==> config.mk <==
export PLATFORM = sky130hd
export DESIGN_NAME = ctrl_pipe_hazard
export DESIGN_NICKNAME = d
export VERILOG_FILES = /design/src/rtl/ctrl_pkg.sv /design/src/rtl/ctrl_pipe_hazard_fwd_unit.sv /design/src/rtl/ctrl_pipe_hazard.sv
export SDC_FILE = /design/constraint.sdc
export NUM_CORES = 1
export LEC_CHECK = 0
export ABC_AREA = 0
export CAP_MARGIN = 15
export CORE_AREA = 4 4 76 78
export CTS_CLUSTER_SIZE = 40
export DETAILED_ROUTE_END_ITERATION = 8
export DIE_AREA = 0 0 80 82
export PLACE_DENSITY = 0.75
export SYNTH_ARGS = -nofsm -noshare
export SYNTH_HDL_FRONTEND = slang
export SYNTH_SLANG_ARGS = --single-unit
==> constraint.sdc <==
create_clock -name i_clk -period 1.69 [get_ports i_clk]
set_input_delay 0.338 -clock i_clk [delete_from_list [all_inputs] [get_ports i_clk]]
set_output_delay 0.338 -clock i_clk [all_outputs]
set_load 0.01 [all_outputs]
==> src/rtl/ctrl_pkg.sv <==
// rtl/ctrl_pkg.sv - control-word structs, forwarding selects and reference control words
package ctrl_pkg;

   typedef struct packed {
      logic       regdst;
      logic       alusrc;
      logic [1:0] aluop;
      logic [3:0] other;
      logic       memread;
      logic       memwrite;
      logic       memtoreg;
      logic       regwrite;
   } id_ctrl_t;

   typedef struct packed {
      logic       regdst;
      logic       alusrc;
      logic [1:0] aluop;
      logic [3:0] other;
   } ex_ctrl_t;

   typedef struct packed {
      logic memread;
      logic memwrite;
   } mem_ctrl_t;

   typedef struct packed {
      logic memtoreg;
      logic regwrite;
   } wb_ctrl_t;

   localparam logic [1:0] FWD_NONE = 2'b00;
   localparam logic [1:0] FWD_WB   = 2'b01;
   localparam logic [1:0] FWD_MEM  = 2'b10;

   localparam logic [11:0] CTRL_RTYPE = 12'hA01;
   localparam logic [11:0] CTRL_LW    = 12'h40B;
   localparam logic [11:0] CTRL_ADDI  = 12'h701;

endpackage

==> src/rtl/ctrl_pipe_hazard_fwd_unit.sv <==
// rtl/ctrl_pipe_hazard_fwd_unit.sv - combinational ALU operand forwarding select for one operand
module fwd_unit
   import ctrl_pkg::*;
#(
   parameter int REG_AW = 5
) (
   input  logic              mem_regwrite,
   input  logic [REG_AW-1:0] mem_dst,
   input  logic              wb_regwrite,
   input  logic [REG_AW-1:0] wb_dst,
   input  logic [REG_AW-1:0] ex_src,
   output logic [1:0]        fwd_sel
);

   // The younger (MEM) producer wins; $0 is hardwired so it is never a forwarding source.
   always_comb begin
      fwd_sel = FWD_NONE;
      if (mem_regwrite && (mem_dst != '0) && (mem_dst == ex_src)) begin
         fwd_sel = FWD_MEM;
      end else if (wb_regwrite && (wb_dst != '0) && (wb_dst == ex_src)) begin
         fwd_sel = FWD_WB;
      end
   end

endmodule

==> src/rtl/ctrl_pipe_hazard.sv <==
// rtl/ctrl_pipe_hazard.sv - ID/EX, EX/MEM, MEM/WB control pipeline with load-use stall and forwarding
module ctrl_pipe_hazard
   import ctrl_pkg::*;
#(
   parameter int REG_AW = 5
) (
   input  logic              i_clk,
   input  logic              i_rst,
   input  logic              i_id_valid,
   input  logic [11:0]       i_id_ctrl,
   input  logic [REG_AW-1:0] i_id_rs,
   input  logic [REG_AW-1:0] i_id_rt,
   input  logic [REG_AW-1:0] i_id_rd,
   input  logic              i_flush,
   output logic              o_stall,
   output logic [7:0]        o_ex_ctrl,
   output logic [REG_AW-1:0] o_ex_rs,
   output logic [REG_AW-1:0] o_ex_rt,
   output logic [REG_AW-1:0] o_ex_dst,
   output logic [1:0]        o_mem_ctrl,
   output logic [REG_AW-1:0] o_mem_dst,
   output logic [1:0]        o_wb_ctrl,
   output logic [REG_AW-1:0] o_wb_dst,
   output logic [1:0]        o_fwd_a,
   output logic [1:0]        o_fwd_b
);

   id_ctrl_t          id_ctrl;
   id_ctrl_t          ex_q;
   logic [REG_AW-1:0] ex_rs_q, ex_rt_q, ex_rd_q;
   logic [REG_AW-1:0] ex_dst;
   mem_ctrl_t         mem_q;
   wb_ctrl_t          mem_wb_q;
   logic [REG_AW-1:0] mem_dst_q;
   wb_ctrl_t          wb_q;
   logic [REG_AW-1:0] wb_dst_q;
   ex_ctrl_t          ex_view;
   logic              bubble;

   assign id_ctrl = id_ctrl_t'(i_id_ctrl);
   assign ex_dst  = ex_q.regdst ? ex_rd_q : ex_rt_q;

   // A load in EX whose target is read by ID cannot be forwarded in time.
   assign o_stall = i_id_valid && ex_q.memread && (ex_rt_q != '0) &&
                    ((ex_rt_q == i_id_rs) || (ex_rt_q == i_id_rt));

   assign bubble = i_flush || o_stall || !i_id_valid;

   always_ff @(posedge i_clk) begin
      if (i_rst || bubble) begin
         ex_q    <= '0;
         ex_rs_q <= '0;
         ex_rt_q <= '0;
         ex_rd_q <= '0;
      end else begin
         ex_q    <= id_ctrl;
         ex_rs_q <= i_id_rs;
         ex_rt_q <= i_id_rt;
         ex_rd_q <= i_id_rd;
      end
   end

   always_ff @(posedge i_clk) begin
      if (i_rst) begin
         mem_q     <= '0;
         mem_wb_q  <= '0;
         mem_dst_q <= '0;
      end else begin
         mem_q     <= '{memread: ex_q.memread, memwrite: ex_q.memwrite};
         mem_wb_q  <= '{memtoreg: ex_q.memtoreg, regwrite: ex_q.regwrite};
         mem_dst_q <= ex_dst;
      end
   end

   always_ff @(posedge i_clk) begin
      if (i_rst) begin
         wb_q     <= '0;
         wb_dst_q <= '0;
      end else begin
         wb_q     <= mem_wb_q;
         wb_dst_q <= mem_dst_q;
      end
   end

   assign ex_view = '{regdst: ex_q.regdst, alusrc: ex_q.alusrc,
                      aluop: ex_q.aluop, other: ex_q.other};

   assign o_ex_ctrl  = ex_view;
   assign o_ex_rs    = ex_rs_q;
   assign o_ex_rt    = ex_rt_q;
   assign o_ex_dst   = ex_dst;
   assign o_mem_ctrl = mem_q;
   assign o_mem_dst  = mem_dst_q;
   assign o_wb_ctrl  = wb_q;
   assign o_wb_dst   = wb_dst_q;

   fwd_unit #(.REG_AW(REG_AW)) u_fwd_a (
      .mem_regwrite (mem_wb_q.regwrite),
      .mem_dst      (mem_dst_q),
      .wb_regwrite  (wb_q.regwrite),
      .wb_dst       (wb_dst_q),
      .ex_src       (ex_rs_q),
      .fwd_sel      (o_fwd_a)
   );

   fwd_unit #(.REG_AW(REG_AW)) u_fwd_b (
      .mem_regwrite (mem_wb_q.regwrite),
      .mem_dst      (mem_dst_q),
      .wb_regwrite  (wb_q.regwrite),
      .wb_dst       (wb_dst_q),
      .ex_src       (ex_rt_q),
      .fwd_sel      (o_fwd_b)
   );

endmodule

# [Yosys cells after proc, flatten, opt, wreduce, memory -nomap -nowiden]
# Index checks and enable logic that the tools add are counted.
[classes] n_lt_le_gt_ge=0 n_eq_ne=6 n_div=0 n_mul=0 n_shift=0 n_mux=5 n_bitwise=0 n_addsub=0 n_reduce_logical=17
[op_table] operator="5-bit equality test" n=6
[op_table] operator="5-bit nonzero test" n=3
[op_table] operator="1-bit logical AND" n=9
[op_table] operator="5-bit 2-to-1 mux" n=1
[op_table] operator="1-bit logical OR" n=4
[op_table] operator="2-bit 2-to-1 mux" n=2
[op_table] operator="1-bit 2-to-1 mux" n=2
[op_table] operator="1-bit logical NOT" n=1
[totals] ff_bits=43 rom_bits=0 mem_bits_rw=0 wordCells=47 latchBits=0 mem_count=0

# [Depth between registers and ports, before layout]
# Gate-level depths: netlist of run 1.
[depth] ltp_word=6 mapped_depth=6 depth_no_buf=4

# [Modules after synthesis]
# From an unflattened synthesis of run 1, not the netlist that was laid out.
[hier_totals] cells_unflattened=197 area_unflattened_um2=2003.2
[by_module_without_submodules] mod="ctrl_pipe_hazard" cells_per_inst=157 n_inst=1 area_per_inst_um2=1700.4
[by_module_without_submodules] mod="fwd_unit" cells_per_inst=20 n_inst=2 area_per_inst_um2=151.4

# [Least setup slack after synthesis of run 1]
# OpenSTA, ideal clock, no wires.
[synth_path] path_kind="reg-to-output" startpoint="register mem_dst_q[4], in the netlist o_mem_dst[4]" endpoint="output port o_fwd_a[0]" stages_incl_launch_ff=5 path_slack_ps=-255 arrival_ps=1607 path_cell_list="dfxtp_1 -> or4_1 -> o21ai_1 -> nor4_1 -> nor4_1"
[synth_between] elab_chain_cells=4 word_cells_on_any_way=5 classes_between="eq/ne (1); mux (1); reduce/logical (3)"
[synth_rtl] item="start, declared" line="ctrl_pipe_hazard.sv:34" rtl="logic [REG_AW-1:0] mem_dst_q;"
[synth_rtl] item="start signal, assigned" line="ctrl_pipe_hazard.sv:71" rtl="mem_dst_q <= ex_dst;"
[synth_rtl] item="5-bit nonzero test" line="ctrl_pipe_hazard_fwd_unit.sv:18" rtl="if (mem_regwrite && (mem_dst != '0) && (mem_dst == ex_src)) begin"
[synth_rtl] item="1-bit logical AND" line="ctrl_pipe_hazard_fwd_unit.sv:18"
[synth_rtl] item="1-bit logical AND *" line="ctrl_pipe_hazard_fwd_unit.sv:18"
[synth_rtl] item="2-bit 2-to-1 mux *" line="ctrl_pipe_hazard_fwd_unit.sv:18"
[synth_rtl] item="end, declared" line="ctrl_pipe_hazard.sv:24" rtl="output logic [1:0] o_fwd_a,"
# Mark *: on every way between the ends. The rest lies on a longest branch, timed or not.

# [Worst setup path in the final report of run 1]
[layout_path] startpoint="register ex_rt_q[1], in the netlist o_ex_rt[1]" endpoint="output port o_fwd_b[0]"
[layout_between] elab_chain_cells=4 word_cells_on_any_way=6 classes_between="eq/ne (2); mux (2); reduce/logical (2)"
[layout_rtl] item="start, declared" line="ctrl_pipe_hazard.sv:30" rtl="logic [REG_AW-1:0] ex_rs_q, ex_rt_q, ex_rd_q;"
[layout_rtl] item="start signal, assigned" line="ctrl_pipe_hazard.sv:58" rtl="ex_rt_q <= i_id_rt;"
[layout_rtl] item="5-bit equality test" line="ctrl_pipe_hazard_fwd_unit.sv:20" rtl="end else if (wb_regwrite && (wb_dst != '0) && (wb_dst == ex_src)) begin"
[layout_rtl] item="1-bit logical AND" line="ctrl_pipe_hazard_fwd_unit.sv:20"
[layout_rtl] item="1-bit 2-to-1 mux" line="ctrl_pipe_hazard_fwd_unit.sv:20"
[layout_rtl] item="2-bit 2-to-1 mux *" line="ctrl_pipe_hazard_fwd_unit.sv:18"
[layout_rtl] item="end, declared" line="ctrl_pipe_hazard.sv:25" rtl="output logic [1:0] o_fwd_b"
# Marks and branches as above.

==> results.cfg, run 1 <==
[outcome]
outcome = finished with violations
violations = setup timing

[synthesis]
synth_simple_gate_area_share_pct = 19.2
synth.most_common_cell = dfxtp_1
yosys_warnings = 0
synth_area_per_cell_um2 = 10.3
syn_area_um2 = 2000
seq_area_frac_synth_pct = 43.1
synth.distinct_cells = 24
yosysTopAreaCell = dfxtp_1
synth_flop_cell = dfxtp_1
synth-xor-area-share_pct = 13.1
synthMuxAreaShare_pct = 2.82
yosys.area.top_type_share_pct = 43.1
syn-num-nets = 226
synth-compound-area-share_pct = 12.1
synth_top_family_by_area = simple AND/OR/NAND/NOR gates
syn_inst = 195
async_flop_share_pct = 0
ys_ff_latch = 43
synthTopCellsByCount = dfxtp_1, a21oi_2, nand3b_1, nor2b_1, xnor2_1
synth_edf_count = 0
synthAdderAreaFrac_pct = 0
synthTopCellsByArea = dfxtp_1, a21oi_2, xnor2_1

[finish]
final_net_count = 323
diodes = 0
final_layout_size_suffix_gt1_share_pct = 42.7
post-route-util_pct = 65.0
area_growth_pct = 65.1
n_fill_cell = 418

[sta]
clock.fmax_mhz = 463
tightest_slew_ns = 0.308
period_needed_ns = 2.16
rsz0062_at_grt = true
setup_viol = 6
slew_viol_final = 0
hold_violations = 0
timing.slew.headroom_pct = 79.4
whs_ns = 0.442
setup_ws_ns = -0.472
clock_skew_ns = 0.00283
fin_crit_sh_pct = 128

[power_and_ir_drop]
p_int_mw = 1.52
power_frac_seq_pct = 50.8
power_density_nw_per_um2 = 624
p_comb_share_pct = 16.4
swShare_pct = 26.1
power_switching_mw = 0.538
power_leakage_nw = 1.41
finalPower_mw = 2.06
worst_ir_drop_vdd_mv = 0.455
p_clk_share_pct = 32.8

[worst_setup_path]
crit_path_start_kind = flip-flop
r2r_start = o_ex_rt[1]
path_max_fanout = 2
worstSetupStartpoint = o_ex_rt[1]
ff2ff_path_depth = 6
crit_type = flip-flop to output pin
cp.arrival_ns = 1.82
reg2reg_to = o_ex_rt[3]
rrSetupSlack_ns = 0.03
end_kind = output pin
cp.required_ns = 1.35

[drt]
dr.pass1.iters = 4
vias_per_cell = 4.77
drt_iter0_markers = 62
drc_errors = 0
route.vias.total = 1733
wl_mm = 5.89
wl_per_cell_um = 16.2
ant_nets = 0

[clocking]
cts_buffers = 5
clockBufferDepth = 2
htree_levels = 2
clock_latency_ns = 0.30
cts_root_buf = clkbuf_8
cts_tree = built
clk_transition_reported_paths_ns = 0.09
clock_sinks = 43

[hold_path]
hold-path-endpoint = mem_wb_q[1]
hp-start = ex_q[1]
hp-class = flip-flop to flip-flop
hold_depth = 1

[die]
io_pins = 73
die_area_um2 = 6560
rows = 26
die_w_um = 80
start_util_pct = 39.4
die_y_um = 82
core-area_um2 = 5070

[global_route]
grt_pass1_vias = 1714
grt_pass1_wl_mm = 8.38
grt_max_degree = 28
antenna_found_initial = 0
grtUsageTotal_pct = 16.7
grt_overflow_total = 0

[placement]
io_buffer_count = 72
dpl.hpwl_mm = 3.93
gp_congestion = 0.881

[flow_run]
cap_violations = 0
sequential cells by signal, summed over array words and instances (netlist names):
name        count
o_ex_ctrl       8
ex_rd_q         5
o_ex_rs         5
o_ex_rt         5
o_mem_dst       5
o_wb_dst        5
ex_q            4
mem_wb_q        2
o_mem_ctrl      2
o_wb_ctrl       2
final cells by class:
type | instances | area (µm²) | share of cell area, %
tap | 70 | 87.6 | 2.65
clock inverter | 3 | 25.0 | 0.758
clock buffer | 5 | 68.8 | 2.08
timing repair buffer | 115 | 1100 | 33.3
multi-input combinational | 127 | 1130 | 34.2
sequential | 43 | 893 | 27.1
power groups by stage:
stage	clock (mW)	combinational (mW)	sequential (mW)
5_1_grt	0.726	0.358	1.05
2_1_floorplan	0	0.135	1.08
3_3_place_gp	0	0.295	1.07
6_report	0.676	0.337	1.05
3_5_place_dp	0	0.298	1.07
4_1_cts	0.676	0.307	1.04
worst max-delay path, stage by stage (launching register included):
cell     delay, ns
dfxtp_2       0.33
buf_4         0.13
xor2_1        0.15
or4_4         0.49
nor4_4        0.26
buf_2         0.16
timing repair:
action | 4_1_cts | 5_1_grt
gates resized for setup | 56 | 39
endpoints found under the setup margin | 31 | 42
hold buffers | 0 | 0
cloned | 0 | 2
pin swaps | 4 | 12
setup buffers | 2 | 5
hold endpoints to repair | 0 | 0
cells by family after synthesis:
logic type	after synthesis
simple gates	61
flops	43
compound gates	31
xor+xnor	30
buf+inv	25
mux	5
cells in the final DEF (no fill, tap or decap), types with 2 or more instances in the layout:
cell	synthesis	routed
a21oi_1	7	6
buf_4	11	35
buf_2	2	5
nand3_2	0	2
dlygate4sd2_1	0	2
mux2_2	5	4
clkbuf_8	0	5
nor4_4	0	4
nand2_1	2	2
dfxtp_2	0	11
nor2b_1	17	17
nand3b_1	17	17
dlymetal6s2s_1	0	5
dfxtp_4	0	5
xor2_1	14	13
buf_12	2	2
dfxtp_1	43	27
or4_4	0	3
clkinv_4	0	2
xnor2_1	16	10
clkbuf_16	0	2
nand3_1	14	12
xnor2_2	0	5
clkdlybuf4s50_1	0	53
buf_6	3	8
clkbuf_2	0	2
a21oi_2	20	21
through the flow:
step                      setup TNS, ns  cell area, µm²  worst slack (ns)  cells
after floorplan                  -0.153            2070           -0.0704    195
after global placement            -9.29            2940            -0.654    347
after detailed placement          -9.38            2940            -0.638    347
after CTS                         -1.89            3090            -0.490    357
after global routing              -2.42            3300            -0.543    363
final                             -2.11            3300            -0.472    363
metal layers:
| layer | wire length, µm | part of all wire, % | vias to the layer above | global-route usage [%] |
|---|---|---|---|---|
| met5 | 0 | 0 | - | 0 |
| met4 | 54 | 0.92 | 0 | 6.76 |
| met3 | 336 | 5.7 | 6 | 3.84 |
| met2 | 3140 | 53 | 53 | 29.1 |
| met1 | 2370 | 40 | 826 | 19.9 |
| li1 | - | - | 848 | - |
worst max path at each step:
stage	end	slack, ns
CTS	o_fwd_b[0]	-0.49
finish	o_fwd_b[0]	-0.47
detailed placement	o_stall	-0.64
global placement	o_stall	-0.65
global route	o_fwd_b[0]	-0.54
floorplan	o_fwd_b[0]	-0.07
Note: power is estimated with default switching activity, not from simulation.
==> run 2: changes to the inputs <==
--- a/config.mk
+++ b/config.mk
@@ -12,6 +12,7 @@
 export DETAILED_ROUTE_END_ITERATION = 8
 export DIE_AREA = 0 0 80 82
 export PLACE_DENSITY = 0.75
+export SKIP_CTS_REPAIR_TIMING = 1
 export SYNTH_ARGS = -nofsm -noshare
 export SYNTH_HDL_FRONTEND = slang
 export SYNTH_SLANG_ARGS = --single-unit
==> run 2 against run 1 <==
The flow still finishes with violations (setup timing). Die area is the same. Clock-buffer cell count is the same. Worst setup slack gained 0.024 ns. Final area shrank 2.2%. Total power shrank 1.2%. Hold slack gained 0.0024 ns. Combinational power shrank 4%. Via count shrank 1.0%. First-iteration DRC count grew 4.8%. Sequential power is essentially flat. Clock power shrank 1%. Critical path type unchanged. Highest routed layer unchanged.
==> results.cfg, run 2 (synthesis gave the netlist of run 1 again) <==
[finish]
largest_reg_flops = 8
final_layout_size_suffix_gt1_share_pct = 38.7
area_growth_pct = 61.5
final_net_count = 317
layout_commonest_cell = clkdlybuf4s50_1
diodes = 0
layout_common_cells = clkdlybuf4s50_1, buf_4, dfxtp_1
stdcell_count = 357
post-route-util_pct = 63.6
final_cell_area_um2 = 3230

[global_route]
grt_pass1_wl_mm = 8.07
grt_max_degree = 28
grt_overflow_total = 0
grt_pass1_vias = 1676
antenna_found_initial = 0
grtUsageTotal_pct = 16.0

[worst_setup_path]
crit_path_start_kind = flip-flop
crit_type = flip-flop to output pin
path_max_fanout = 4
cp.arrival_ns = 1.80
cp.required_ns = 1.35
end_kind = output pin

[power_and_ir_drop]
swShare_pct = 25.7
worst_ir_drop_vdd_mv = 0.443
finalPower_mw = 2.04
p_comb_share_pct = 15.8
power_frac_seq_pct = 51.4
p_clk_share_pct = 32.8
power_density_nw_per_um2 = 631
power_leakage_nw = 1.48
power_switching_mw = 0.524
p_int_mw = 1.51

[hold_path]
hp-class = flip-flop to flip-flop

[clocking]
clockBufferDepth = 2
clock_sinks = 43
cts_tree = built
cts_buffers = 5
cts_root_buf = clkbuf_8
clk_transition_reported_paths_ns = 0.09
htree_levels = 2
clock_latency_ns = 0.30

[sta]
setup_ws_ns = -0.447
rsz0062_at_grt = true
timing.slew.headroom_pct = 80.5
fin_crit_sh_pct = 126
tightest_slew_ns = 0.290
clock_skew_ns = 0.00780
clock.fmax_mhz = 468
setup_tns_ns = -1.85
setup_viol = 5
whs_ns = 0.444
slew_viol_final = 0
hold_violations = 0
period_needed_ns = 2.14

[drt]
vias_per_cell = 4.80
ant_nets = 0
dr.pass1.iters = 4
drt_iter0_markers = 65
drc_errors = 0
route.vias.total = 1715
wl_per_cell_um = 15.7
wl_mm = 5.60

[die]
io_pins = 73
die_area_um2 = 6560
rows = 26
start_util_pct = 39.4
core-area_um2 = 5070
die_w_um = 80
die_y_um = 82

[placement]
gp_congestion = 0.881
io_buffer_count = 72
place_ws_ns = -0.638
dpl.hpwl_mm = 3.93
detailed_place.area_um2 = 2940
place_inst = 347

[flow_run]
cap_violations = 0

[outcome]
violations = setup timing
outcome = finished with violations
run 2: cell type report:
cell class / count / area, µm²
Clock inverter: 3 / 25.0
Clock buffer: 5 / 68.8
Multi-Input combinational cell: 127 / 1100
Sequential cell: 43 / 893
Timing Repair Buffer: 109 / 1050
Fill cell: 434 / 1850
Tap cell: 70 / 87.6
run 2: power groups by stage:
stage / logic (mW) / clock network (mW) / registers [mW]
global route: 0.344 / 0.716 / 1.05
floorplan: 0.135 / 0 / 1.08
CTS: 0.300 / 0.676 / 1.05
global placement: 0.295 / 0 / 1.07
detailed placement: 0.298 / 0 / 1.07
finish: 0.322 / 0.668 / 1.05
run 2: per-layer routing:
layer  vias to the layer above  track usage (%)  routed length (µm)  part of all wire (%)
met5                         -                0                   0                     0
met4                         0             6.93                  80                   1.4
met3                         9             3.73                 333                   5.9
met2                        53             27.6                2980                    53
met1                       815             19.1                2210                    39
li1                        838                -                   -                     -
run 2: path summary, 6_finish.rpt:
| check | slack (ns) | cells past startpoint | from | endpoint |
|---|---|---|---|---|
| max | -0.45 | 5 | o_wb_dst[3] | o_fwd_b[0] |
| min | 0.44 | 1 | ex_q[1] | mem_wb_q[1] |
| max reg2reg | 0.05 | 5 | o_ex_rt[1] | ex_rd_q[1] |
| min reg2reg | 0.44 | 1 | ex_q[1] | mem_wb_q[1] |
run 2: critical path, stage by stage, from the launching register on:
cell	delay [ns]
dfxtp_4	0.38
or4_4	0.12
o21ai_2	0.05
or4_4	0.53
nor4_4	0.26
buf_2	0.16
==> run 3: changes to the inputs <==
--- a/config.mk
+++ b/config.mk
@@ -11,7 +11,7 @@
 export CTS_CLUSTER_SIZE = 40
 export DETAILED_ROUTE_END_ITERATION = 8
 export DIE_AREA = 0 0 80 82
-export PLACE_DENSITY = 0.75
+export PLACE_DENSITY = 0.74
 export SKIP_CTS_REPAIR_TIMING = 1
 export SYNTH_ARGS = -nofsm -noshare
 export SYNTH_HDL_FRONTEND = slang
==> run 3 against run 2 <==
Clock power decreased by 6.7%. Sequential share of layout area increased by 0.75 points. First-iteration DRC count increased by 11%. Hold slack got worse by 0.0070 ns. Sequential power about the same. Global-route usage increased by 0.52 points. Final area decreased by 3.2%. The run still ends with setup timing left.
==> results.cfg, run 3 (synthesis gave the netlist of run 1 again) <==
[drt]
wl_per_cell_um = 14.9
drc_errors = 0
vias_per_cell = 4.69
dr.pass1.iters = 4
wl_mm = 5.29
ant_nets = 0
route.vias.total = 1669
drt_iter0_markers = 72

[die]
die_y_um = 82
core-area_um2 = 5070
start_util_pct = 39.4
io_pins = 73
die_area_um2 = 6560
die_w_um = 80
rows = 26

[flow_run]
cap_violations = 0

[finish]
largest_reg_flops = 8
final_cell_area_um2 = 3130
area_growth_pct = 56.3
layout_common_cells = clkdlybuf4s50_1, buf_4, dfxtp_1
diodes = 0
final_net_count = 316
final_layout_size_suffix_gt1_share_pct = 34.6
post-route-util_pct = 61.6
n_fill_cell = 454
layout_commonest_cell = clkdlybuf4s50_1

[worst_setup_path]
rrSetupSlack_ns = 0.07
crit_path_start_kind = flip-flop
ff2ff_path_depth = 5
r2r_start = o_ex_rt[1]
reg2reg_to = ex_rd_q[3]
slowest_delay_ns = 0.55
cp.required_ns = 1.35
cp.arrival_ns = 1.88
cp_common_cell = nor4_4
cp.buffers_inverters = 2
end_kind = output pin
path_max_fanout = 2
cp_cell_sequence = or4_4, o21ai_4, nor4_4, buf_4, nor4_4, buf_2
critical_path.top_delay_family = simple AND/OR/NAND/NOR gates
crit_type = flip-flop to output pin
slowest_stage = or4_4

[hold_path]
hp-class = flip-flop to flip-flop
hold-path-endpoint = mem_wb_q[0]
hp-start = ex_q[0]
hold_depth = 1

[global_route]
antenna_found_initial = 0
grt_pass1_vias = 1713
grt_pass1_wl_mm = 8.18
grt_overflow_total = 0
grt_max_degree = 28
grtUsageTotal_pct = 16.6

[sta]
setup_viol = 5
whs_ns = 0.437
hold_violations = 0
timing.slew.headroom_pct = 80.5
tightest_slew_ns = 0.291
period_needed_ns = 2.22
slew_viol_final = 0
clock_skew_ns = 0.00845
clock.fmax_mhz = 451
rsz0062_at_grt = true
fin_crit_sh_pct = 131
setup_ws_ns = -0.527

[placement]
io_buffer_count = 72
gp_congestion = 0.922
detailed_place.area_um2 = 2940
dpl.hpwl_mm = 3.98

[power_and_ir_drop]
power_density_nw_per_um2 = 633
power_leakage_nw = 1.37
worst_ir_drop_vdd_mv = 0.322

[clocking]
clk_transition_reported_paths_ns = 0.07
cts_root_buf = clkbuf_8
cts_buffers = 5
clock_latency_ns = 0.30
clock_sinks = 43
cts_tree = built
htree_levels = 2
clockBufferDepth = 2

[outcome]
violations = setup timing
outcome = finished with violations
[run 3: final cells by class]
| type | count | area, µm² | share of cell area, % |
|---|---|---|---|
| clock buffers | 7 | 76.3 | 2.44 |
| clock inverters | 1 | 5.00 | 0.160 |
| multi-input cells | 127 | 1050 | 33.7 |
| flip-flops and latches | 43 | 888 | 28.4 |
| well taps | 70 | 87.6 | 2.80 |
| repair buffers | 108 | 1010 | 32.5 |
[run 3: worst max-delay path by stage]
stage,from,to,depth (start not counted)
after floorplan,o_ex_rt[3],o_fwd_b[0],4
after global placement,i_id_rs[0],o_stall,6
after detailed placement,i_id_rs[2],o_stall,6
after CTS,o_wb_dst[3],o_fwd_b[0],5
after global routing,o_mem_dst[4],o_fwd_b[0],6
final,o_mem_dst[4],o_fwd_b[0],6
[run 3: worst register-to-register path: cells and delay by family (launching register included)]
family / cells / cell delay [ns]
buffers and inverters: 2 / 0.30
DFF: 1 / 0.34
and+or+nand+nor: 1 / 0.36
AOI/OAI and AO/OA: 2 / 0.54
[run 3: power breakdown]
group	internal (mW)	switching, mW	leakage (nW)
Sequential	1.03	0.0153	0.357
Clock	0.290	0.333	0.0422
Combinational	0.178	0.130	0.968
[run 3: per-layer routing]
metal  global-route usage (%)  part of all wire [%]  wire [µm]
met1                     18.6                    42       2220
met2                     29.7                    51       2690
met3                     3.07                   5.4        284
met4                     8.61                   1.9        102
met5                        0                     0          0
[run 3: through the flow]
stage | TNS, ns | power, mW | std cells | setup WS (ns)
2_1_floorplan | -0.153 | 1.21 | 195 | -0.0704
3_5_place_dp | -9.46 | 1.37 | 346 | -0.649
6_report | -1.98 | 1.98 | 356 | -0.527
3_3_place_gp | -9.42 | 1.37 | 346 | -0.666
4_1_cts | -6.20 | 2.00 | 354 | -0.969
5_1_grt | -2.26 | 2.06 | 356 | -0.580
